--- config.mk ---
export PLATFORM = sky130hd
export DESIGN_NAME = boot_load_sequencer
export DESIGN_NICKNAME = d
export VERILOG_FILES = /design/src/rtl/boot_load_sequencer.sv
export SDC_FILE = /design/constraint.sdc
export NUM_CORES = 1
export LEC_CHECK = 0
export ABC_CLOCK_PERIOD_IN_PS = 3300
export CORE_MARGIN = 4
export CORE_UTILIZATION = 51
export DETAILED_ROUTE_END_ITERATION = 8
export GPL_TIMING_DRIVEN = 1
export PLACE_DENSITY = 0.81
export SYNTH_ARGS = -nofsm -noshare
export SYNTH_HDL_FRONTEND = slang
export SYNTH_SLANG_ARGS = --single-unit
--- constraint.sdc ---
create_clock -name CLK -period 3.3 [get_ports CLK]
set_input_delay 0.66 -clock CLK [delete_from_list [all_inputs] [get_ports CLK]]
set_output_delay 0.66 -clock CLK [all_outputs]
set_load 0.005 [all_outputs]
--- src/rtl/boot_load_sequencer.sv ---
// rtl/boot_load_sequencer.sv - loads program/data images with zero padding, then releases and times the core
module boot_load_sequencer #(
  parameter int ADDR_W         = 20,
  parameter int PAD_WORDS      = 3,
  parameter int TIMEOUT_CYCLES = 1000000
) (
  input  logic              CLK,
  input  logic              RSTn,
  input  logic              GO,
  input  logic              ABORT,
  input  logic              SRC_VALID,
  input  logic [31:0]       SRC_DATA,
  input  logic              SRC_LAST,
  output logic              SRC_READY,
  output logic              LOAD_PROGRAM_CTRL,
  output logic [ADDR_W-1:0] LOAD_PROGRAM_ADDR,
  output logic [31:0]       LOAD_PROGRAM_DATA,
  output logic              LOAD_DATA_CTRL,
  output logic [ADDR_W-1:0] LOAD_DATA_ADDR,
  output logic [31:0]       LOAD_DATA_DATA,
  output logic              CORE_RSTn,
  output logic              CORE_EN,
  output logic              CORE_START,
  input  logic              CORE_OK,
  output logic [31:0]       CYCLE_COUNT,
  output logic              BUSY,
  output logic              DONE,
  output logic              ERROR,
  output logic [1:0]        ERR_CODE
);

  localparam int PAD_W = (PAD_WORDS > 0) ? $clog2(PAD_WORDS + 1) : 1;
  localparam logic [PAD_W-1:0] PAD_INIT = PAD_W'(PAD_WORDS);
  localparam logic [31:0] TIMEOUT = 32'(TIMEOUT_CYCLES);

  typedef enum logic [2:0] {IDLE, LOAD_PROG, LOAD_DATA, RELEASE, RUN, DONE_S, ERR_S} state_e;

  state_e            state_q, state_d;
  // One extra bit so that address 2^ADDR_W is representable and can be refused.
  logic [ADDR_W:0]   addr_q, addr_d;
  logic [PAD_W-1:0]  pad_q, pad_d;
  logic              seg_end_q, seg_end_d;
  logic              src_ready_q, src_ready_d;
  logic              prog_ctrl_q, prog_ctrl_d;
  logic [ADDR_W-1:0] prog_addr_q, prog_addr_d;
  logic [31:0]       prog_data_q, prog_data_d;
  logic              data_ctrl_q, data_ctrl_d;
  logic [ADDR_W-1:0] data_addr_q, data_addr_d;
  logic [31:0]       data_data_q, data_data_d;
  logic              core_rstn_q, core_rstn_d;
  logic              core_en_q, core_en_d;
  logic              core_start_q, core_start_d;
  logic [31:0]       cnt_q, cnt_d, cnt_inc;
  logic              busy_q, busy_d;
  logic              done_q, done_d;
  logic              error_q, error_d;
  logic [1:0]        err_code_q, err_code_d;
  logic              wr_req, wr_last;
  logic [31:0]       wr_data;

  always_ff @(posedge CLK or negedge RSTn) begin
    if (!RSTn) begin
      state_q      <= IDLE;
      addr_q       <= '0;
      pad_q        <= '0;
      seg_end_q    <= 1'b0;
      src_ready_q  <= 1'b0;
      prog_ctrl_q  <= 1'b0;
      prog_addr_q  <= '0;
      prog_data_q  <= '0;
      data_ctrl_q  <= 1'b0;
      data_addr_q  <= '0;
      data_data_q  <= '0;
      core_rstn_q  <= 1'b0;
      core_en_q    <= 1'b0;
      core_start_q <= 1'b0;
      cnt_q        <= '0;
      busy_q       <= 1'b0;
      done_q       <= 1'b0;
      error_q      <= 1'b0;
      err_code_q   <= 2'd0;
    end else begin
      state_q      <= state_d;
      addr_q       <= addr_d;
      pad_q        <= pad_d;
      seg_end_q    <= seg_end_d;
      src_ready_q  <= src_ready_d;
      prog_ctrl_q  <= prog_ctrl_d;
      prog_addr_q  <= prog_addr_d;
      prog_data_q  <= prog_data_d;
      data_ctrl_q  <= data_ctrl_d;
      data_addr_q  <= data_addr_d;
      data_data_q  <= data_data_d;
      core_rstn_q  <= core_rstn_d;
      core_en_q    <= core_en_d;
      core_start_q <= core_start_d;
      cnt_q        <= cnt_d;
      busy_q       <= busy_d;
      done_q       <= done_d;
      error_q      <= error_d;
      err_code_q   <= err_code_d;
    end
  end

  always_comb begin
    state_d     = state_q;
    addr_d      = addr_q;
    pad_d       = pad_q;
    seg_end_d   = seg_end_q;
    cnt_d       = cnt_q;
    cnt_inc     = cnt_q + 32'd1;
    err_code_d  = err_code_q;
    prog_ctrl_d = 1'b0;
    prog_addr_d = prog_addr_q;
    prog_data_d = prog_data_q;
    data_ctrl_d = 1'b0;
    data_addr_d = data_addr_q;
    data_data_d = data_data_q;
    wr_req      = 1'b0;
    wr_last     = 1'b0;
    wr_data     = '0;

    case (state_q)
      IDLE, DONE_S, ERR_S: begin
        if (GO) begin
          state_d    = LOAD_PROG;
          addr_d     = '0;
          pad_d      = '0;
          seg_end_d  = 1'b0;
          cnt_d      = '0;
          err_code_d = 2'd0;
        end
      end
      LOAD_PROG, LOAD_DATA: begin
        if (pad_q != '0) begin
          wr_req  = 1'b1;
          pad_d   = pad_q - PAD_W'(1);
          wr_last = (pad_q == PAD_W'(1)) && seg_end_q;
        end else if (SRC_VALID && src_ready_q) begin
          wr_req    = 1'b1;
          wr_data   = SRC_DATA;
          pad_d     = PAD_INIT;
          seg_end_d = SRC_LAST;
          wr_last   = SRC_LAST && (PAD_INIT == '0);
        end
        if (wr_req) begin
          if (addr_q[ADDR_W]) begin
            state_d    = ERR_S;
            err_code_d = 2'd1;
            pad_d      = '0;
            seg_end_d  = 1'b0;
          end else begin
            if (state_q == LOAD_PROG) begin
              prog_ctrl_d = 1'b1;
              prog_addr_d = addr_q[ADDR_W-1:0];
              prog_data_d = wr_data;
            end else begin
              data_ctrl_d = 1'b1;
              data_addr_d = addr_q[ADDR_W-1:0];
              data_data_d = wr_data;
            end
            addr_d = addr_q + (ADDR_W+1)'(1);
            if (wr_last) begin
              addr_d    = '0;
              seg_end_d = 1'b0;
              state_d   = (state_q == LOAD_PROG) ? LOAD_DATA : RELEASE;
            end
          end
        end
      end
      RELEASE: state_d = RUN;
      RUN: begin
        if (CORE_OK) begin
          state_d = DONE_S;
        end else begin
          cnt_d = cnt_inc;
          if (cnt_inc >= TIMEOUT) begin
            state_d    = ERR_S;
            err_code_d = 2'd2;
          end
        end
      end
      default: state_d = IDLE;
    endcase

    // Abort overrides every other event on the same edge.
    if (ABORT) begin
      state_d     = IDLE;
      prog_ctrl_d = 1'b0;
      data_ctrl_d = 1'b0;
      addr_d      = '0;
      pad_d       = '0;
      seg_end_d   = 1'b0;
      cnt_d       = cnt_q;
      err_code_d  = 2'd0;
    end

    src_ready_d  = ((state_d == LOAD_PROG) || (state_d == LOAD_DATA)) && (pad_d == '0) && !seg_end_d;
    core_rstn_d  = (state_d == RELEASE) || (state_d == RUN) || (state_d == DONE_S);
    core_en_d    = core_rstn_d;
    core_start_d = (state_d == RUN);
    busy_d       = (state_d == LOAD_PROG) || (state_d == LOAD_DATA) || (state_d == RELEASE) || (state_d == RUN);
    done_d       = (state_d == DONE_S);
    error_d      = (state_d == ERR_S);
  end

  assign SRC_READY         = src_ready_q;
  assign LOAD_PROGRAM_CTRL = prog_ctrl_q;
  assign LOAD_PROGRAM_ADDR = prog_addr_q;
  assign LOAD_PROGRAM_DATA = prog_data_q;
  assign LOAD_DATA_CTRL    = data_ctrl_q;
  assign LOAD_DATA_ADDR    = data_addr_q;
  assign LOAD_DATA_DATA    = data_data_q;
  assign CORE_RSTn         = core_rstn_q;
  assign CORE_EN           = core_en_q;
  assign CORE_START        = core_start_q;
  assign CYCLE_COUNT       = cnt_q;
  assign BUSY              = busy_q;
  assign DONE              = done_q;
  assign ERROR             = error_q;
  assign ERR_CODE          = err_code_q;

endmodule

==> flow_summary.rst, run 1 <==
.. list-table::
   :header-rows: 1

   * - Metric
     - Value
   * - Outcome
     - finished, final reports clean
   * - Worst IR Drop VDD
     - 348 µV
   * - Wire length of the first global-routing pass
     - between 30000 and 40000 µm
   * - Iteration-0 DRC count of the detailed router
     - roughly 550
   * - Number of nets produced by synthesis
     - approximately 880
   * - Inserted Diodes
     - 0
   * - Critical path data required time
     - between 3 and 4 ns
   * - Netlist cell types
     - 66
   * - I/O pins
     - ~190
   * - Die Area
     - 0.0180 mm²
   * - Hold Slack
     - roughly 0.25 ns
   * - Peak per-stage delay on the critical path
     - ~0.6 ns
   * - Later-pin clock latency in the skew report
     - around 0.43 ns
   * - CTS tree
     - built
   * - TritonCTS sink count
     - around 170
   * - Overall Global Routing Usage
     - 23.2%
   * - Post-DRT Antenna Nets
     - 0
   * - DRT Wirelength
     - 20800 µm
   * - Maximum number of pins on one net before global-route repair
     - between 80 and 90
   * - Period Utilization, post-route
     - between 90% and 100%
   * - Width of the die
     - between 100 and 150 µm
   * - Number of post-CTS setup repair buffers
     - 0
   * - Cell with the largest stage delay on the worst path
     - sky130_fd_sc_hd__or4_4
   * - H-tree depth
     - 4
   * - Classification of the worst-slack hold path
     - in2async
   * - CTS clock-pin slew for the worst setup and hold paths
     - 0.07 ns
   * - Synthesized flop and latch total
     - 173
   * - Clock skew
     - about 0.010 ns
   * - Routed length per placed instance
     - ~17 µm
   * - Number of cells in the finished layout apart from fillers
     - ~1.2k
   * - Number of synthesis warnings
     - 0
   * - Share of the yosys chip area belonging to registers
     - between 50% and 60%
   * - Main flop type after synthesis
     - sky130_fd_sc_hd__dfrtp_1
   * - Final Wtd Congestion
     - 0.868
   * - Number of buffers inserted for hold repair after clock tree synthesis
     - 0
   * - Area growth from synthesis to layout
     - 32.6%
   * - Sum of net half-perimeters after detailed placement
     - 14400 µm
   * - Starting Density
     - roughly 53%
   * - Critical Path End Type
     - register
   * - WP data arrival
     - approximately 3.4 ns
   * - Setup WS pre-CTS
     - between 0.15 and 0.2 ns
   * - Fraction of final layout cells with drive strength greater than 1
     - between 10 and 15%
   * - Residual DRC
     - 0
   * - Final hold viol count
     - 0
   * - Placed cell count
     - about 1.2k
   * - Actual slew at the worst max-slew pin
     - ~0.85 ns
   * - Post-synthesis area per instance
     - 9.68 µm²
   * - Leak
     - around 4.6 nW
   * - Number of antenna violations at the first check in global routing
     - 0
   * - Standard cell core area
     - 0.0154 mm²
   * - WS Path Type
     - reg2reg
   * - Post-Route Setup TNS
     - 0 ns
   * - Max Fclk
     - between 300 and 400 MHz
   * - Deepest clock path buffer count
     - 2
   * - Power density of the placed cells
     - between 400 and 500 mW/mm²
   * - Worst Path Max Fanout
     - 10
   * - Net count of the finished layout
     - 1050
   * - Finish-stage setup viols
     - 0
   * - Critical path startpoint category
     - register
   * - Initial DRT Pass Iterations
     - 5
   * - Number of buffers inserted by port buffering
     - 185
   * - Final standard cell area without fillers
     - about 0.011 mm²
   * - Max Slew Vio Count
     - 0
   * - Die Ht
     - 134 µm
   * - Post-synthesis async set-or-reset flop share
     - 100%
   * - Number of buffers created by CTS
     - 17
   * - RSZ-0062 raised after global routing
     - no
   * - Sequence of cells on the critical path
     - ha_1 -> inv_1 -> or4_4 -> nor3_1 -> mux2i_1 -> mux2_2 -> nand4_4 -> o21ai_2 -> nor3b_2
   * - Post-cts gate resize count
     - 0
   * - Count of maximum capacitance violations
     - 0
   * - Number of global-route vias before repair
     - 6567
   * - Global-route congestion overflow total
     - 0
   * - Shortest clock period the worst path allows after layout
     - approximately 3 ns
   * - Clock Root Buffer
     - sky130_fd_sc_hd__clkbuf_16
   * - Via count
     - ~7k
   * - EDFF count, synth
     - 0
   * - Slew headroom
     - 43.2%
   * - Post-detailed-placement cell area
     - ~0.010 mm²
   * - Final setup slack of the worst path
     - between 0.2 and 0.25 ns
   * - DR vias/cell
     - ~5.7
   * - Number of instances in the synthesized netlist
     - 837
   * - Combined area of all synthesized cells
     - ~0.0081 mm²
   * - Standard-cell rows
     - 45
## state kept, by name, summed over array words and instances (netlist names)
| name | count |
|---|---|
| BUSY | 1 |
| CORE_EN | 1 |
| CORE_START | 1 |
| CYCLE_COUNT | 32 |
| DONE | 1 |
| ERROR | 1 |
| ERR_CODE | 2 |
| LOAD_DATA_ADDR | 20 |
| LOAD_DATA_CTRL | 1 |
| LOAD_DATA_DATA | 32 |
| LOAD_PROGRAM_ADDR | 20 |
| LOAD_PROGRAM_CTRL | 1 |
| LOAD_PROGRAM_DATA | 32 |
| SRC_READY | 1 |
| addr_q | 21 |
| pad_q | 2 |
| seg_end_q | 1 |
| state_q | 3 |
## cell usage after synthesis (5+ instances only)
cell type                  count  share of area, %
sky130_fd_sc_hd__nor3_1       14              0.87
sky130_fd_sc_hd__a21oi_1      31               1.9
sky130_fd_sc_hd__and3_1       12              0.93
sky130_fd_sc_hd__dfrtp_1     173                53
sky130_fd_sc_hd__mux2i_1       5              0.62
sky130_fd_sc_hd__buf_2         5              0.31
sky130_fd_sc_hd__nand2_1     147               6.8
sky130_fd_sc_hd__or3_1         5              0.39
sky130_fd_sc_hd__nand3_1      20               1.2
sky130_fd_sc_hd__nand4_1      14               1.1
sky130_fd_sc_hd__nor2_1       54               2.5
sky130_fd_sc_hd__nand2b_1      5              0.39
sky130_fd_sc_hd__buf_4         5              0.46
sky130_fd_sc_hd__nor2b_1       8              0.62
sky130_fd_sc_hd__o21ai_0     135               8.3
sky130_fd_sc_hd__xor2_1        5              0.54
sky130_fd_sc_hd__and2_1        7              0.54
sky130_fd_sc_hd__buf_1         6              0.28
sky130_fd_sc_hd__o31ai_1      10              0.93
sky130_fd_sc_hd__clkbuf_1     36               1.7
sky130_fd_sc_hd__xnor2_1       7              0.76
sky130_fd_sc_hd__inv_1        10              0.46
sky130_fd_sc_hd__nor4_1        7              0.54
sky130_fd_sc_hd__mux2_2       39               5.4
sky130_fd_sc_hd__a31oi_1      13               1.0
## logic make-up after synthesis
group,synth area share (%)
AND/OR/NAND/NOR,19.5
AO/OA/AOI/OAI,16.2
flip-flops,53.5
buffers and inverters,3.18
multiplexers,6.04
XOR/XNOR,1.30
adder cells (fa/ha/maj),0.309
## critical path: cells and delay by family (launching register included)
kind	cells	cell delay (ns)
and+or+nand+nor	4	1.25
DFF	1	0.46
muxes	2	0.41
adders and majority gates	1	0.41
AOI/OAI and AO/OA	1	0.32
buffers and inverters	1	0.15
## worst paths after layout
kind | start | to | slack (ns) | cells past startpoint
min in group CLK | LOAD_DATA_DATA[6] | LOAD_DATA_DATA[6] | 0.48 | 2
worst max-delay path | CYCLE_COUNT[1] | CORE_START | 0.21 | 9
worst min-delay path | RSTn | LOAD_DATA_DATA[29] | 0.25 | 1
worst max register to register | CYCLE_COUNT[1] | CORE_START | 0.21 | 9
worst min register to register | LOAD_DATA_DATA[6] | LOAD_DATA_DATA[6] | 0.48 | 2
max in group asynchronous | RSTn | CYCLE_COUNT[19] | 2.02 | 2
## through the flow
| stage | total power [mW] | util (%) |
|---|---|---|
| floorplan | 2.36 | - |
| global placement | 2.59 | 66.3 |
| detailed placement | 2.60 | 66.3 |
| CTS | 4.49 | 69.9 |
| global route | 4.63 | 69.9 |
| finish | 4.46 | 69.9 |
## power by group
group | internal [mW] | leakage (nW) | switching (mW) | total [mW]
logic | 0.175 | 1.90 | 0.175 | 0.350
registers | 2.17 | 2.41 | 0.0366 | 2.21
clock network | 1.07 | 0.268 | 0.841 | 1.91
total | 3.41 | 4.58 | 1.05 | 4.46
## metal layers
layer	vias to the layer above	track usage [%]	routed length (µm)
met1	3345	33.7	9380
met3	18	4.88	1410
li1	3314	-	-
met5	-	0	0
met2	288	36.3	9750
met4	0	5.60	253
## layout make-up
type / instances / area, µm²
clock buffers: 20 / 447
clock inverters: 11 / 108
fillers: 1160 / 4630
inverters: 10 / 37.5
multi-input cells: 602 / 3530
flip-flops and latches: 173 / 4330
well taps: 211 / 264
repair buffers: 205 / 2030
## layout by cell type (no fill, tap or decap), types with 8 or more instances in the layout
| cell | instances |
|---|---|
| sky130_fd_sc_hd__a21oi_1 | 31 |
| sky130_fd_sc_hd__a31oi_1 | 13 |
| sky130_fd_sc_hd__and3_1 | 12 |
| sky130_fd_sc_hd__buf_4 | 18 |
| sky130_fd_sc_hd__clkbuf_16 | 17 |
| sky130_fd_sc_hd__clkdlybuf4s50_1 | 184 |
| sky130_fd_sc_hd__dfrtp_1 | 173 |
| sky130_fd_sc_hd__inv_1 | 10 |
| sky130_fd_sc_hd__mux2_2 | 39 |
| sky130_fd_sc_hd__nand2_1 | 145 |
| sky130_fd_sc_hd__nand3_1 | 20 |
| sky130_fd_sc_hd__nand4_1 | 14 |
| sky130_fd_sc_hd__nor2_1 | 54 |
| sky130_fd_sc_hd__nor2b_1 | 8 |
| sky130_fd_sc_hd__nor3_1 | 12 |
| sky130_fd_sc_hd__o21ai_0 | 135 |
| sky130_fd_sc_hd__o31ai_1 | 10 |
Note: power is estimated with default switching activity, not from simulation.
==> run 2: changes to the inputs <==
SETUP_SLACK_MARGIN = 0.3   (was default)
SKIP_CTS_REPAIR_TIMING = 1   (was default)
==> flow_summary.rst, run 2 (synthesis results as in run 1) <==
.. list-table::
   :header-rows: 1

   * - Metric
     - Value
   * - Area growth from synthesis to layout
     - 32.9%
   * - Die Ht
     - between 100 and 150 µm
   * - Final standard cell utilization of the core
     - 70.0%
   * - Starting Density
     - a little over half
   * - Residual DRC
     - 0
   * - Maximum number of pins on one net before global-route repair
     - roughly 90
   * - Outcome
     - finished, final reports clean
   * - Final Wtd Congestion
     - between 0.8 and 0.9
   * - Sum of net half-perimeters after detailed placement
     - approximately 14000 µm
   * - Die Area
     - ~0.018 mm²
   * - Post-DRT Antenna Nets
     - 0
   * - Commonest cells after routing, fill and taps aside
     - sky130_fd_sc_hd__clkdlybuf4s50_1, sky130_fd_sc_hd__dfrtp_1, sky130_fd_sc_hd__nand2_1
   * - Wire length of the first global-routing pass
     - roughly 34000 µm
   * - Count of maximum capacitance violations
     - 0
   * - Routed length per placed instance
     - 16.9 µm
   * - Net count of the finished layout
     - 1050
   * - Number of buffers created by CTS
     - 17
   * - Final hold viol count
     - 0
   * - Deepest clock path buffer count
     - 2
   * - Max Fclk
     - 354 MHz
   * - Overall Global Routing Usage
     - 23.2%
   * - I/O pins
     - between 150 and 200
   * - CTS clock-pin slew for the worst setup and hold paths
     - 0.07 ns
   * - Number of buffers inserted by port buffering
     - 185
   * - Worst Path Max Fanout
     - 10
   * - CTS tree
     - built
   * - Internal reg-to-reg setup slack
     - between 0.4 and 0.5 ns
   * - Shortest clock period the worst path allows after layout
     - ~2.8 ns
   * - Leak
     - about 4.6 nW
   * - Slew headroom
     - around 44%
   * - Post-Route Setup TNS
     - 0 ns
   * - Hold Slack
     - 0.259 ns
   * - DRT Wirelength
     - about 21000 µm
   * - Critical Path End Type
     - register
   * - Period Utilization, post-route
     - a little under nine tenths
   * - DR vias/cell
     - between 5 and 6
   * - WS Path Type
     - reg2reg
   * - H-tree depth
     - 4
   * - Standard cell core area
     - 0.0154 mm²
   * - Iteration-0 DRC count of the detailed router
     - between 500 and 600
   * - Global-route congestion overflow total
     - 0
   * - Critical path data required time
     - approximately 3.6 ns
   * - Number of antenna violations at the first check in global routing
     - 0
   * - Width of the die
     - approximately 130 µm
   * - Later-pin clock latency in the skew report
     - around 0.43 ns
   * - Finish-stage setup viols
     - 0
   * - TritonCTS sink count
     - roughly 170
   * - RSZ-0062 raised after global routing
     - no
   * - Clock Root Buffer
     - sky130_fd_sc_hd__clkbuf_16
   * - Actual slew at the worst max-slew pin
     - ~0.84 ns
   * - Worst IR Drop VDD
     - between 300 and 400 µV
   * - WP data arrival
     - around 3.2 ns
   * - Critical path startpoint category
     - register
   * - Via count
     - 6953
   * - Power density of the placed cells
     - 415 mW/mm²
   * - Most common library cell in the layout ignoring fill and taps
     - sky130_fd_sc_hd__clkdlybuf4s50_1
   * - Clock skew
     - between 0.01 and 0.015 ns
   * - Classification of the worst-slack hold path
     - in2async
   * - Initial DRT Pass Iterations
     - 5
   * - Standard-cell rows
     - 45
   * - Max Slew Vio Count
     - 0
   * - Number of global-route vias before repair
     - about 6.6k
   * - Fraction of final layout cells with drive strength greater than 1
     - 11.5%
   * - Inserted Diodes
     - 0
[run 2: cell counts in the layout (fill, tap and decap cells not counted)]
No cell type changed its count.
[run 2: worst max-delay path: stages, from the launching register on]
cell and delay (ns):
sky130_fd_sc_hd__dfrtp_1 0.50, sky130_fd_sc_hd__ha_4 0.24, sky130_fd_sc_hd__inv_1 0.10, sky130_fd_sc_hd__or4_4 0.59
sky130_fd_sc_hd__nor2_1 0.20, sky130_fd_sc_hd__nand2_1 0.12, sky130_fd_sc_hd__a21oi_1 0.15, sky130_fd_sc_hd__nor4b_4 0.41
sky130_fd_sc_hd__o21ai_4 0.15, sky130_fd_sc_hd__a31o_2 0.25
[run 2: final timing paths]
check                                       start                 end  depth (start not counted)
worst max-delay path               CYCLE_COUNT[0]             CORE_EN                          9
worst min-delay path                         RSTn  LOAD_DATA_DATA[29]                          1
worst max register to register     CYCLE_COUNT[0]             CORE_EN                          9
worst min register to register  LOAD_DATA_DATA[6]   LOAD_DATA_DATA[6]                          2
max in group asynchronous                    RSTn     CYCLE_COUNT[19]                          2
min in group CLK                LOAD_DATA_DATA[6]   LOAD_DATA_DATA[6]                          2
[run 2: metrics by stage]
step	power, mW	std cells	instance area [µm²]	setup WS (ns)
5_1_grt	4.63	1232	10800	0.317
4_1_cts	4.49	1232	10700	0.238
3_3_place_gp	2.59	1201	10200	0.235
3_5_place_dp	2.60	1201	10200	0.192
2_1_floorplan	2.36	837	8100	0.664
6_report	4.47	1232	10800	0.471
[run 2: area by class of cell]
cell class | instances | area, µm²
Fill cell | 1156 | 4600
Sequential cell | 173 | 4330
Multi-Input combinational cell | 602 | 3550
Timing Repair Buffer | 205 | 2030
Clock buffer | 20 | 447
Tap cell | 211 | 264
Clock inverter | 11 | 108
Inverter | 10 | 37.5
[run 2: report_power, final]
group | internal (mW) | total (mW) | switching, mW
Combinational | 0.175 | 0.350 | 0.175
Clock | 1.07 | 1.91 | 0.843
Sequential | 2.17 | 2.21 | 0.0367
[run 2: per-layer routing]
layer  up-vias  track usage (%)  part of all wire, %
met4         0             5.60                  1.4
met1      3328             33.7                   45
met3        22             4.88                  6.6
li1       3314                -                    -
met2       289             36.3                   47
met5         -                0                    0
